===== src/rtl/pipe_ctrl.sv =====
// Pipeline stall/flush controller for the 5-stage core; optional perf counters under PIPE_CTRL_PERF_EN.
// Latency: stall/flush/new_pc/bus_err are combinational from state and inputs; state updates on posedge clk.
// Backpressure: merges ID/EX/MEM stall requests into a per-stage stall vector; MEM watchdog forces a bus-error flush.
module pipe_ctrl #(
    parameter logic [31:0] EXC_VECTOR  = 32'h0000_0020,
    parameter int          MEM_TIMEOUT = 16,
    parameter int          FLUSH_HOLD  = 1,
    parameter int          CNT_W       = 32
) (
    input  logic             clk,
    input  logic             rst,
    input  logic             stallreq_id,
    input  logic             stallreq_ex,
    input  logic             stallreq_mem,
    input  logic [31:0]      excepttype,
    input  logic [31:0]      cp0_epc,
    output logic [5:0]       stall,
    output logic             flush,
    output logic [31:0]      new_pc,
    output logic             bus_err,
    input  logic [1:0]       perf_sel,
    output logic [CNT_W-1:0] perf_cnt
);

    localparam logic [31:0] ERET_CODE = 32'h0000_000e;
    localparam int WD_W = $clog2(MEM_TIMEOUT);
    localparam int HD_W = (FLUSH_HOLD > 1) ? $clog2(FLUSH_HOLD) : 1;
    localparam logic [WD_W-1:0] WD_LAST = WD_W'(MEM_TIMEOUT - 1);
    localparam logic [HD_W-1:0] HD_INIT = HD_W'(FLUSH_HOLD - 1);

    typedef enum logic {RUN, HOLD} state_t;

    state_t          state, state_nxt;
    logic [WD_W-1:0] wd_cnt, wd_nxt;
    logic [HD_W-1:0] hd_cnt, hd_nxt;
    logic            cause_mem, cause_ex, cause_id;

    // Next-state and output decode: exception > watchdog timeout > MEM > EX > ID stall.
    always_comb begin
        stall     = 6'b000000;
        flush     = 1'b0;
        new_pc    = 32'h0000_0000;
        bus_err   = 1'b0;
        state_nxt = state;
        wd_nxt    = wd_cnt;
        hd_nxt    = hd_cnt;
        cause_mem = 1'b0;
        cause_ex  = 1'b0;
        cause_id  = 1'b0;
        if (rst) begin
            state_nxt = RUN;
            wd_nxt    = '0;
            hd_nxt    = '0;
        end else if (state == HOLD) begin
            // Post-flush holdoff: all requests ignored, pipeline runs free.
            wd_nxt = '0;
            if (hd_cnt == '0) begin
                state_nxt = RUN;
            end else begin
                hd_nxt = hd_cnt - 1'b1;
            end
        end else if (excepttype != 32'h0000_0000) begin
            flush     = 1'b1;
            new_pc    = (excepttype == ERET_CODE) ? cp0_epc : EXC_VECTOR;
            state_nxt = HOLD;
            hd_nxt    = HD_INIT;
            wd_nxt    = '0;
        end else if (stallreq_mem && (wd_cnt == WD_LAST)) begin
            flush     = 1'b1;
            bus_err   = 1'b1;
            new_pc    = EXC_VECTOR;
            state_nxt = HOLD;
            hd_nxt    = HD_INIT;
            wd_nxt    = '0;
        end else if (stallreq_mem) begin
            stall     = 6'b011111;
            wd_nxt    = wd_cnt + 1'b1;
            cause_mem = 1'b1;
        end else begin
            wd_nxt = '0;
            if (stallreq_ex) begin
                stall    = 6'b001111;
                cause_ex = 1'b1;
            end else if (stallreq_id) begin
                stall    = 6'b000111;
                cause_id = 1'b1;
            end
        end
    end

    // State, watchdog and holdoff registers.
    always_ff @(posedge clk) begin
        if (rst) begin
            state  <= RUN;
            wd_cnt <= '0;
            hd_cnt <= '0;
        end else begin
            state  <= state_nxt;
            wd_cnt <= wd_nxt;
            hd_cnt <= hd_nxt;
        end
    end

`ifdef PIPE_CTRL_PERF_EN
    logic [CNT_W-1:0] cnt_mem, cnt_ex, cnt_id, cnt_flush;

    // Saturating counters: stall cycles by winning cause, and flush events.
    always_ff @(posedge clk) begin
        if (rst) begin
            cnt_mem   <= '0;
            cnt_ex    <= '0;
            cnt_id    <= '0;
            cnt_flush <= '0;
        end else begin
            if (cause_mem && (cnt_mem != '1))  cnt_mem   <= cnt_mem + 1'b1;
            if (cause_ex && (cnt_ex != '1))    cnt_ex    <= cnt_ex + 1'b1;
            if (cause_id && (cnt_id != '1))    cnt_id    <= cnt_id + 1'b1;
            if (flush && (cnt_flush != '1))    cnt_flush <= cnt_flush + 1'b1;
        end
    end

    // Counter readout mux, held at zero during reset like the other outputs.
    always_comb begin
        perf_cnt = '0;
        if (!rst) begin
            case (perf_sel)
                2'd0:    perf_cnt = cnt_mem;
                2'd1:    perf_cnt = cnt_ex;
                2'd2:    perf_cnt = cnt_id;
                default: perf_cnt = cnt_flush;
            endcase
        end
    end
`else
    logic unused_perf;
    assign unused_perf = ^{perf_sel, cause_mem, cause_ex, cause_id};
    assign perf_cnt    = '0;
`endif

endmodule

===== config.mk =====
export PLATFORM = sky130hd
export DESIGN_NAME = pipe_ctrl
export DESIGN_NICKNAME = d
export VERILOG_FILES = /design/src/rtl/pipe_ctrl.sv
export SDC_FILE = /design/constraint.sdc
export NUM_CORES = 1
export LEC_CHECK = 0
export ABC_CLOCK_PERIOD_IN_PS = 3600
export BUFFER_PORTS_ARGS = -buffer_cell sky130_fd_sc_hd__buf_4
export CAP_MARGIN = 25
export CORE_ASPECT_RATIO = 0.6
export CORE_UTILIZATION = 30
export CTS_CLUSTER_SIZE = 20
export DETAILED_ROUTE_END_ITERATION = 10
export HOLD_SLACK_MARGIN = 0.1
export PLACE_DENSITY = 0.83
export SLEW_MARGIN = 20
export SYNTH_ARGS = -nofsm -noshare
export SYNTH_HDL_FRONTEND = slang
export SYNTH_SLANG_ARGS = --single-unit

===== constraint.sdc =====
create_clock -name clk -period 3.6 [get_ports clk]
set_clock_uncertainty 0.05 [all_clocks]
set_input_delay 0.18 -clock clk [delete_from_list [all_inputs] [get_ports clk]]
set_output_delay 0.18 -clock clk [all_outputs]
set_load 0.01 [all_outputs]

# Word level (Yosys, flattened, before mapping)
# Index checks and enable logic that the tools add are counted.
# Widths: inputs -> output; s select.
[op_classes] add_sub_neg=2 eq_ne=2 muxes=25 n_bitwise=1 n_reduce_logical=4
[op_table] operator="$mux 32" count=4
[op_table] operator="$eq 32x4->1 const B" count=1
[op_table] operator="$reduce_bool 32->1" count=1
[op_table] operator="$mux 5" count=4
[op_table] operator="$mux 1" count=13
[op_table] operator="$mux 6" count=2
[op_table] operator="$reduce_or 5->1" count=1
[op_table] operator="$add 4x1->4 const B" count=1
[op_table] operator="$eq 4x4->1 const B" count=1
[op_table] operator="$mux 4" count=1
[op_table] operator="$mux 3" count=1
[op_table] operator="$reduce_bool 3->1" count=1
[op_table] operator="$logic_and 1x1->1" count=1
[op_table] operator="$not 1->1" count=1
[op_table] operator="$sub 1x1->1 const B" count=1
[totals] reg_bits=6 in_bits=71 word_cells=37

# Depth between registers and ports, before layout
# Gate-level depths: netlist of run 1.
[depth] ltp_word=7 mapped_depth=6 mapped_depth_nobuf=5

# Worst setup path after synthesis of run 1
# Ideal clock, no wire load.
[synth_timing] kind="input port to output port" from="input port excepttype[20]" to="output port stall[1]" t_arrival_ns=1.739 required_time_ns=3.370 path_slack_ns=1.631 cell_stages=6 path_cell_list="nor4_1 nand4_1 nor3_4 buf_6 nor3b_1 buf_4"
[synth_via] elab_chain_cells=4
[synth_lines] element="start: declaration" line_no="15" text="input logic [31:0] excepttype,"
[synth_lines] element="$reduce_bool 32->1" line_no="62" text="end else if (excepttype != 32'h0000_0000) begin"
[synth_lines] element="$mux 5" line_no="62"
[synth_lines] element="$mux 5" line_no="54" text="end else if (state == HOLD) begin"
[synth_lines] element="$mux 6" line_no="50" text="if (rst) begin"
[synth_lines] element="end: declaration" line_no="17" text="output logic [5:0] stall,"
# Every way passes these cells.

# Worst setup path after layout of run 1
[layout_timing] from="input port excepttype[20]" to="output port bus_err"
[layout_via] elab_chain_cells=4
[layout_lines] element="$reduce_bool 32->1" line_no="62"
[layout_lines] element="$mux 1" line_no="62"
[layout_lines] element="$mux 1" line_no="54"
[layout_lines] element="$mux 1" line_no="50"
[layout_lines] element="end: declaration" line_no="20" text="output logic bus_err,"
# Every way passes these cells.

==> run_results.csv, run 1 <==
group,metric,value,unit
logic_synthesis,synth.avg_cell_area,7.53,µm²
clocking,postCtsHoldBufs,0,
clocking,root_buffer,"clkbuf_8",
grt,grtUsageMet1,20.2,%
floorplan,floorplan.initialDensity,33.3,%
clocking,clk_path_buf_depth,2,
worst_setup_path,r2r-end,"wd_cnt[3]$_SDFF_PP0_",
grt,busiest_layer,"met2",
final_layout,fin_area,1610,µm²
worst_setup_path,r2r_slack,1.98,ns
placement,port_buffers,107,
worst_setup_path,crit_arrival,1.87,ns
routing,dr.first_iter.drc_count,30,
logic_synthesis,postSynthCellCount,117,
timing,rsz0062_at_grt,"false",
final_layout,utilization,60.9,%
worst_setup_path,cp-end-kind,"primary output",
timing,slew_violations,0,
timing,setup_violations,0,
logic_synthesis,synthesis.area,881,µm²
pwr,power_density,153,nW/µm²
floorplan,coreArea,2650,µm²
placement,post_dp_cell_area,1570,µm²
worst_setup_path,start_kind,"input pin",
floorplan,die_h,44.0,µm
logic_synthesis,ys.warnings.count,0,
timing,max_freq,477,MHz
routing,post_drt_wl_per_cell,10.9,µm
grt,grt_util_met2,29.8,%
worst_setup_path,worstPathMaxFanout,27,
worst_setup_path,cp-startpoint,"excepttype[20]",
timing,hold_slack,0.240,ns
worst_hold_path,whs_endpoint,"wd_cnt[2]$_SDFF_PP0_",
worst_hold_path,min_from,"stallreq_mem",
floorplan,rows,14,
final_layout,fillers,260,
final_layout,nets,293,
timing,hold_viol_final,0,
clocking,clk_pin_slew_worst_paths,0.03,ns
status,status,"finished clean",
worst_setup_path,reg2reg_depth,5,
clocking,insertion_delay,0.22,ns
placement,gp_congestion,0.687,
routing,ant_nets,0,
clocking,cts_resized,0,
worst_setup_path,worst_ep_required_time,3.37,ns
grt,grt_max_degree,32,
timing,tightest_slew,0.794,ns
timing,fin_crit_sh,58.3,%
pwr,p_leak,0.990,nW
pwr,peakVddDrop,140,µV
logic_synthesis,ys_types,29,
placement,dp.final_hpwl,2430,µm
clocking,post_cts_buffers,0,
clocking,htree_levels,1,
routing,firstDrtPassIters,4,
routing,vias_per_cell,4.15,
floorplan,fp.dieW,72.0,µm
clocking,cts_made_buffers,3,
floorplan,die-area,3160,µm²
routing,routed_wl,2830,µm
clocking,cts_sinks,5,
grt,grt_pass1_wl,4080,µm
logic_synthesis,yosysSeqAreaShare,11.4,%
floorplan,ios,143,
worst_hold_path,holdPathStages,2,
final_layout,areaGrowthSynthToFinish,83.0,%
clocking,cts_tree,"built",
worst_hold_path,min_path_type,"input pin to flip-flop",
routing,drc,0,
worst_setup_path,rr_startpoint,"wd_cnt[0]$_SDFF_PP0_",
pwr,fin_total_pwr,0.000247,W
grt,grt_usage,16.8,%
timing,setup_tns,0,ns
grt,first_global_vias,908,
routing,vias,1079,
grt,antenna_found_initial,0,
worst_setup_path,crit_type,"input pin to primary output",
timing,min_period,2.10,ns
grt,use_met3,6.05,%
final_layout,n_antenna_cell,0,
grt,grt-ovfl-total,0,
logic_synthesis,synth-seq-cells,5,
final_layout,layout-drive-gt1-share,60.5,%
job,cap_violations,0,
timing,slew_headroom,47.0,%
-- cells in the mapped netlist (all sizes together) --
cell	count	area share [%]
a21oi	1	0.57
a31oi	2	1.4
and2	1	0.71
and3	34	26
and4	2	2.3
buf	36	31
clkbuf	5	2.4
conb	1	0.43
dfxtp	5	11
ha	1	1.4
inv	1	0.43
nand2	1	0.43
nand3	2	1.1
nand3b	1	0.85
nand4	3	2.1
nor2	3	1.3
nor3	4	3.6
nor3b	3	3.1
nor4	7	5.7
o21ai	1	0.57
or2	1	0.71
xnor2	1	0.99
xor2	1	0.99
-- sequential cells by signal, indices dropped and copies added (netlist names) --
register,cells
state,1
wd_cnt,4
-- through the flow --
stage | std cells | worst slack (ns)
after global placement | 256 | 1.48
after detailed placement | 256 | 1.50
after CTS | 260 | 1.50
final | 260 | 1.50
after floorplan | 149 | 1.63
after global routing | 260 | 1.34
-- report_power, final --
part           switching (W)  internal (W)
registers        0.000000124     0.0000565
clock network      0.0000277     0.0000760
logic              0.0000353     0.0000513
-- layout make-up --
type / count / area, µm² / share of cell area [%]
inverter: 1 / 3.75 / 0.233
sequential: 5 / 100 / 6.21
timing repair buffer: 108 / 811 / 50.3
clock buffer: 4 / 45.0 / 2.80
tap: 40 / 50.0 / 3.11
multi-input combinational: 102 / 602 / 37.3
-- layer usage --
layer  share of wire (%)  up-vias
met5                   0        -
met2                  52       38
met1                  42      478
met3                 5.7        2
li1                    -      561
met4                0.25        0
-- worst max-delay path: stages --
cell	delay, ns
buf_4	0.11
nor4_1	0.30
nand4_1	0.25
nor3_4	0.38
buf_4	0.29
and4_2	0.24
buf_4	0.12
-- cells by family after synthesis --
group	after synthesis	share of synthesized area, %
DFF	5	11.4
adders and majority gates	1	1.42
AOI/OAI and AO/OA	4	2.56
buffers and inverters	42	33.9
other	1	0.426
xor gates and xnor gates	2	1.99
and+or+nand+nor	62	48.3
-- how the worst max path moves through the flow --
stage	to	slack [ns]
floorplan	stall[1]	1.63
global placement	bus_err	1.48
detailed placement	bus_err	1.50
CTS	bus_err	1.50
global route	bus_err	1.34
finish	bus_err	1.50
-- cell usage in the layout (no fill, tap or decap) --
cell type,Yosys,layout
nor4_2,1,1
clkbuf_8,0,3
and3_1,18,18
nor3b_1,2,2
and4_2,2,2
conb_1,1,33
nor3_1,3,3
nor3_4,1,1
or2_2,1,1
nor3b_2,1,1
and2_1,1,1
xor2_1,1,1
a21oi_1,1,1
dfxtp_1,5,5
nand3_1,2,2
nor2_1,3,3
ha_1,1,1
nor4_1,6,6
and3_2,16,16
nand2_1,1,1
nand3b_1,1,1
inv_1,1,1
o21ai_0,1,1
clkbuf_1,3,1
xnor2_1,1,1
nand4_1,3,3
buf_4,35,108
a31oi_1,2,2
Power figures use the tool's default switching activity.
==> run 2, diff against run 1 <==
Settings changed: ABC_AREA from default to 1, ABC_CLOCK_PERIOD_IN_PS 3600 to 2190, CORE_UTILIZATION 30 to 32, PLACE_DENSITY 0.83 to 0.79.
Clock period 3.6 ns to 2.19 ns, I/O delays scaled along.
==> run_results.csv, run 2 <==
group,metric,value,unit
status,status,"finished clean",
final_layout,largestRegisters,"wd_cnt (4), state (1)",
grt,first_global_vias,910,
floorplan,rows,16,
logic_synthesis,synth_ff_type,"dfxtp_1",
logic_synthesis,postSynthCellCount,182,
clocking,cts_made_buffers,3,
worst_setup_path,cp-end-kind,"primary output",
clocking,clk_pin_slew_worst_paths,0.04,ns
floorplan,floorplan.initialDensity,33.6,%
routing,post_drt_wl_per_cell,8.49,µm
worst_hold_path,min_path_type,"input pin to flip-flop",
routing,firstDrtPassIters,4,
worst_setup_path,r2r_slack,1.03,ns
timing,min_period,1.62,ns
pwr,peakVddDrop,215,µV
worst_hold_path,whs_endpoint,"wd_cnt[2]$_SDFF_PP0_",
logic_synthesis,ys_types,21,
routing,drc,0,
clocking,cts_resized,0,
pwr,power_density,239,nW/µm²
worst_setup_path,reg2reg_depth,7,
clocking,clk_path_buf_depth,2,
grt,grt_max_degree,33,
final_layout,layout-drive-gt1-share,44.3,%
routing,ant_nets,0,
logic_synthesis,synth_edf_count,0,
clocking,cts_sinks,5,
logic_synthesis,synth_area_leaders,"buf_4, nor2_1, nand3_1",
worst_hold_path,min_from,"rst",
logic_synthesis,yosysSeqAreaShare,9.12,%
final_layout,final_common_cell,"buf_4",
worst_setup_path,crit_arrival,1.46,ns
final_layout,largest_register_ffs,4,
logic_synthesis,synth_most_common_cell,"nor2_1",
timing,rsz0062_at_grt,"false",
routing,routed_wl,2780,µm
worst_setup_path,r2r-end,"state$_SDFF_PP0_",
grt,grt_pass1_wl,3650,µm
floorplan,ios,143,
final_layout,n_antenna_cell,0,
clocking,root_buffer,"clkbuf_8",
final_layout,utilization,54.1,%
routing,vias,1338,
pwr,p_leak,0.921,nW
worst_setup_path,start_kind,"flip-flop",
routing,dr.first_iter.drc_count,20,
floorplan,die_h,47.4,µm
timing,max_freq,617,MHz
placement,port_buffers,107,
clocking,htree_levels,1,
logic_synthesis,synth_top_area_share,23.9,%
worst_setup_path,crit_type,"flip-flop to primary output",
final_layout,areaGrowthSynthToFinish,60.9,%
logic_synthesis,synth.largest_area_cell,"buf_4",
floorplan,coreArea,3260,µm²
final_layout,fin_area,1770,µm²
final_layout,final_cell_mix,"buf_4, nor2_1, nand3_1",
clocking,post_cts_buffers,0,
timing,setup_tns,0,ns
placement,dp.final_hpwl,2280,µm
timing,setup_violations,0,
logic_synthesis,synth.avg_cell_area,6.03,µm²
timing,hold_viol_final,0,
worst_setup_path,worstPathMaxFanout,3,
worst_setup_path,worst_ep_required_time,2.03,ns
grt,antenna_found_initial,0,
floorplan,die-area,3680,µm²
placement,gp_congestion,0.777,
final_layout,nets,355,
grt,grt_usage,12.7,%
worst_hold_path,holdPathStages,4,
floorplan,fp.dieW,77.6,µm
clocking,postCtsHoldBufs,0,
final_layout,largest_register,"wd_cnt",
routing,vias_per_cell,4.09,
worst_setup_path,rr_startpoint,"wd_cnt[0]$_SDFF_PP0_",
timing,fin_crit_sh,74.0,%
clocking,insertion_delay,0.22,ns
grt,grt-ovfl-total,0,
timing,slew_violations,0,
logic_synthesis,synthArstFlopShare,0,%
clocking,cts_tree,"built",
placement,post_dp_cell_area,1720,µm²
logic_synthesis,synthesis.area,1100,µm²
timing,hold_slack,0.143,ns
worst_setup_path,cp-startpoint,"wd_cnt[0]$_SDFF_PP0_",
logic_synthesis,synth-seq-cells,5,
job,cap_violations,0,
logic_synthesis,synth_common_cells,"nor2_1, buf_4, nand3_1",
logic_synthesis,ys.warnings.count,0,
-- run 2: cell count changes in the layout (fill, tap and decap cells not counted), moves of 5 or more --
cell and change:
nor2_2 +5, nor2_1 +55, inv_1 +5, and3_2 -16, and3_1 -18, nand3_1 +32
nor4_1 -6, nand2_1 +14
-- run 2: metrics by stage --
step	power (W)	std cells	setup WS, ns
CTS	0.000426	327	0.559
global route	0.000452	327	0.410
detailed placement	0.000252	323	0.690
global placement	0.000251	323	0.711
floorplan	0.000200	214	0.770
finish	0.000421	327	0.570
-- run 2: how the worst max path moves through the flow --
| stage | slack, ns | endpoint |
|---|---|---|
| after floorplan | 0.77 | stall[1] |
| after global placement | 0.71 | new_pc[25] |
| after detailed placement | 0.69 | new_pc[20] |
| after CTS | 0.56 | stall[2] |
| after global routing | 0.41 | stall[2] |
| final | 0.57 | stall[2] |
-- run 2: cell type report --
class / instances / area (µm²)
multi-input combinational: 157 / 722
inverter: 8 / 31.3
tap: 45 / 56.3
fill: 320 / 1500
sequential: 5 / 100
timing repair buffer: 108 / 811
clock buffer: 4 / 45.0
-- run 2: critical path, stage by stage, from the launching register on --
cell and delay (ns):
dfxtp_1 0.31, ha_1 0.22, nand3_1 0.14, inv_1 0.05, nand2_1 0.07, nand3_1 0.10, nor2_1 0.19, buf_4 0.16
-- run 2: power breakdown --
part / switching [W] / internal (W) / total (W)
registers: 0.000000650 / 0.0000930 / 0.0000936
clock network: 0.0000445 / 0.000125 / 0.000169
logic: 0.0000689 / 0.0000892 / 0.000158
total: 0.000114 / 0.000307 / 0.000421
-- run 2: kinds of logic after synthesis --
kind of cell	share of synthesized area (%)
and+or+nand+nor	50.3
buffers and inverters	36.0
DFF	9.12
xor gates and xnor gates	1.60
AOI/OAI and AO/OA	1.48
adders and majority gates	1.14
other	0.342
-- run 2: layer usage --
layer | GRT usage [%] | part of all wire [%] | vias up
met5 | 0 | 0 | -
met4 | 5.66 | 1.1 | 0
met3 | 3.50 | 12 | 4
met2 | 22.5 | 48 | 72
met1 | 14.9 | 40 | 563
li1 | - | - | 699
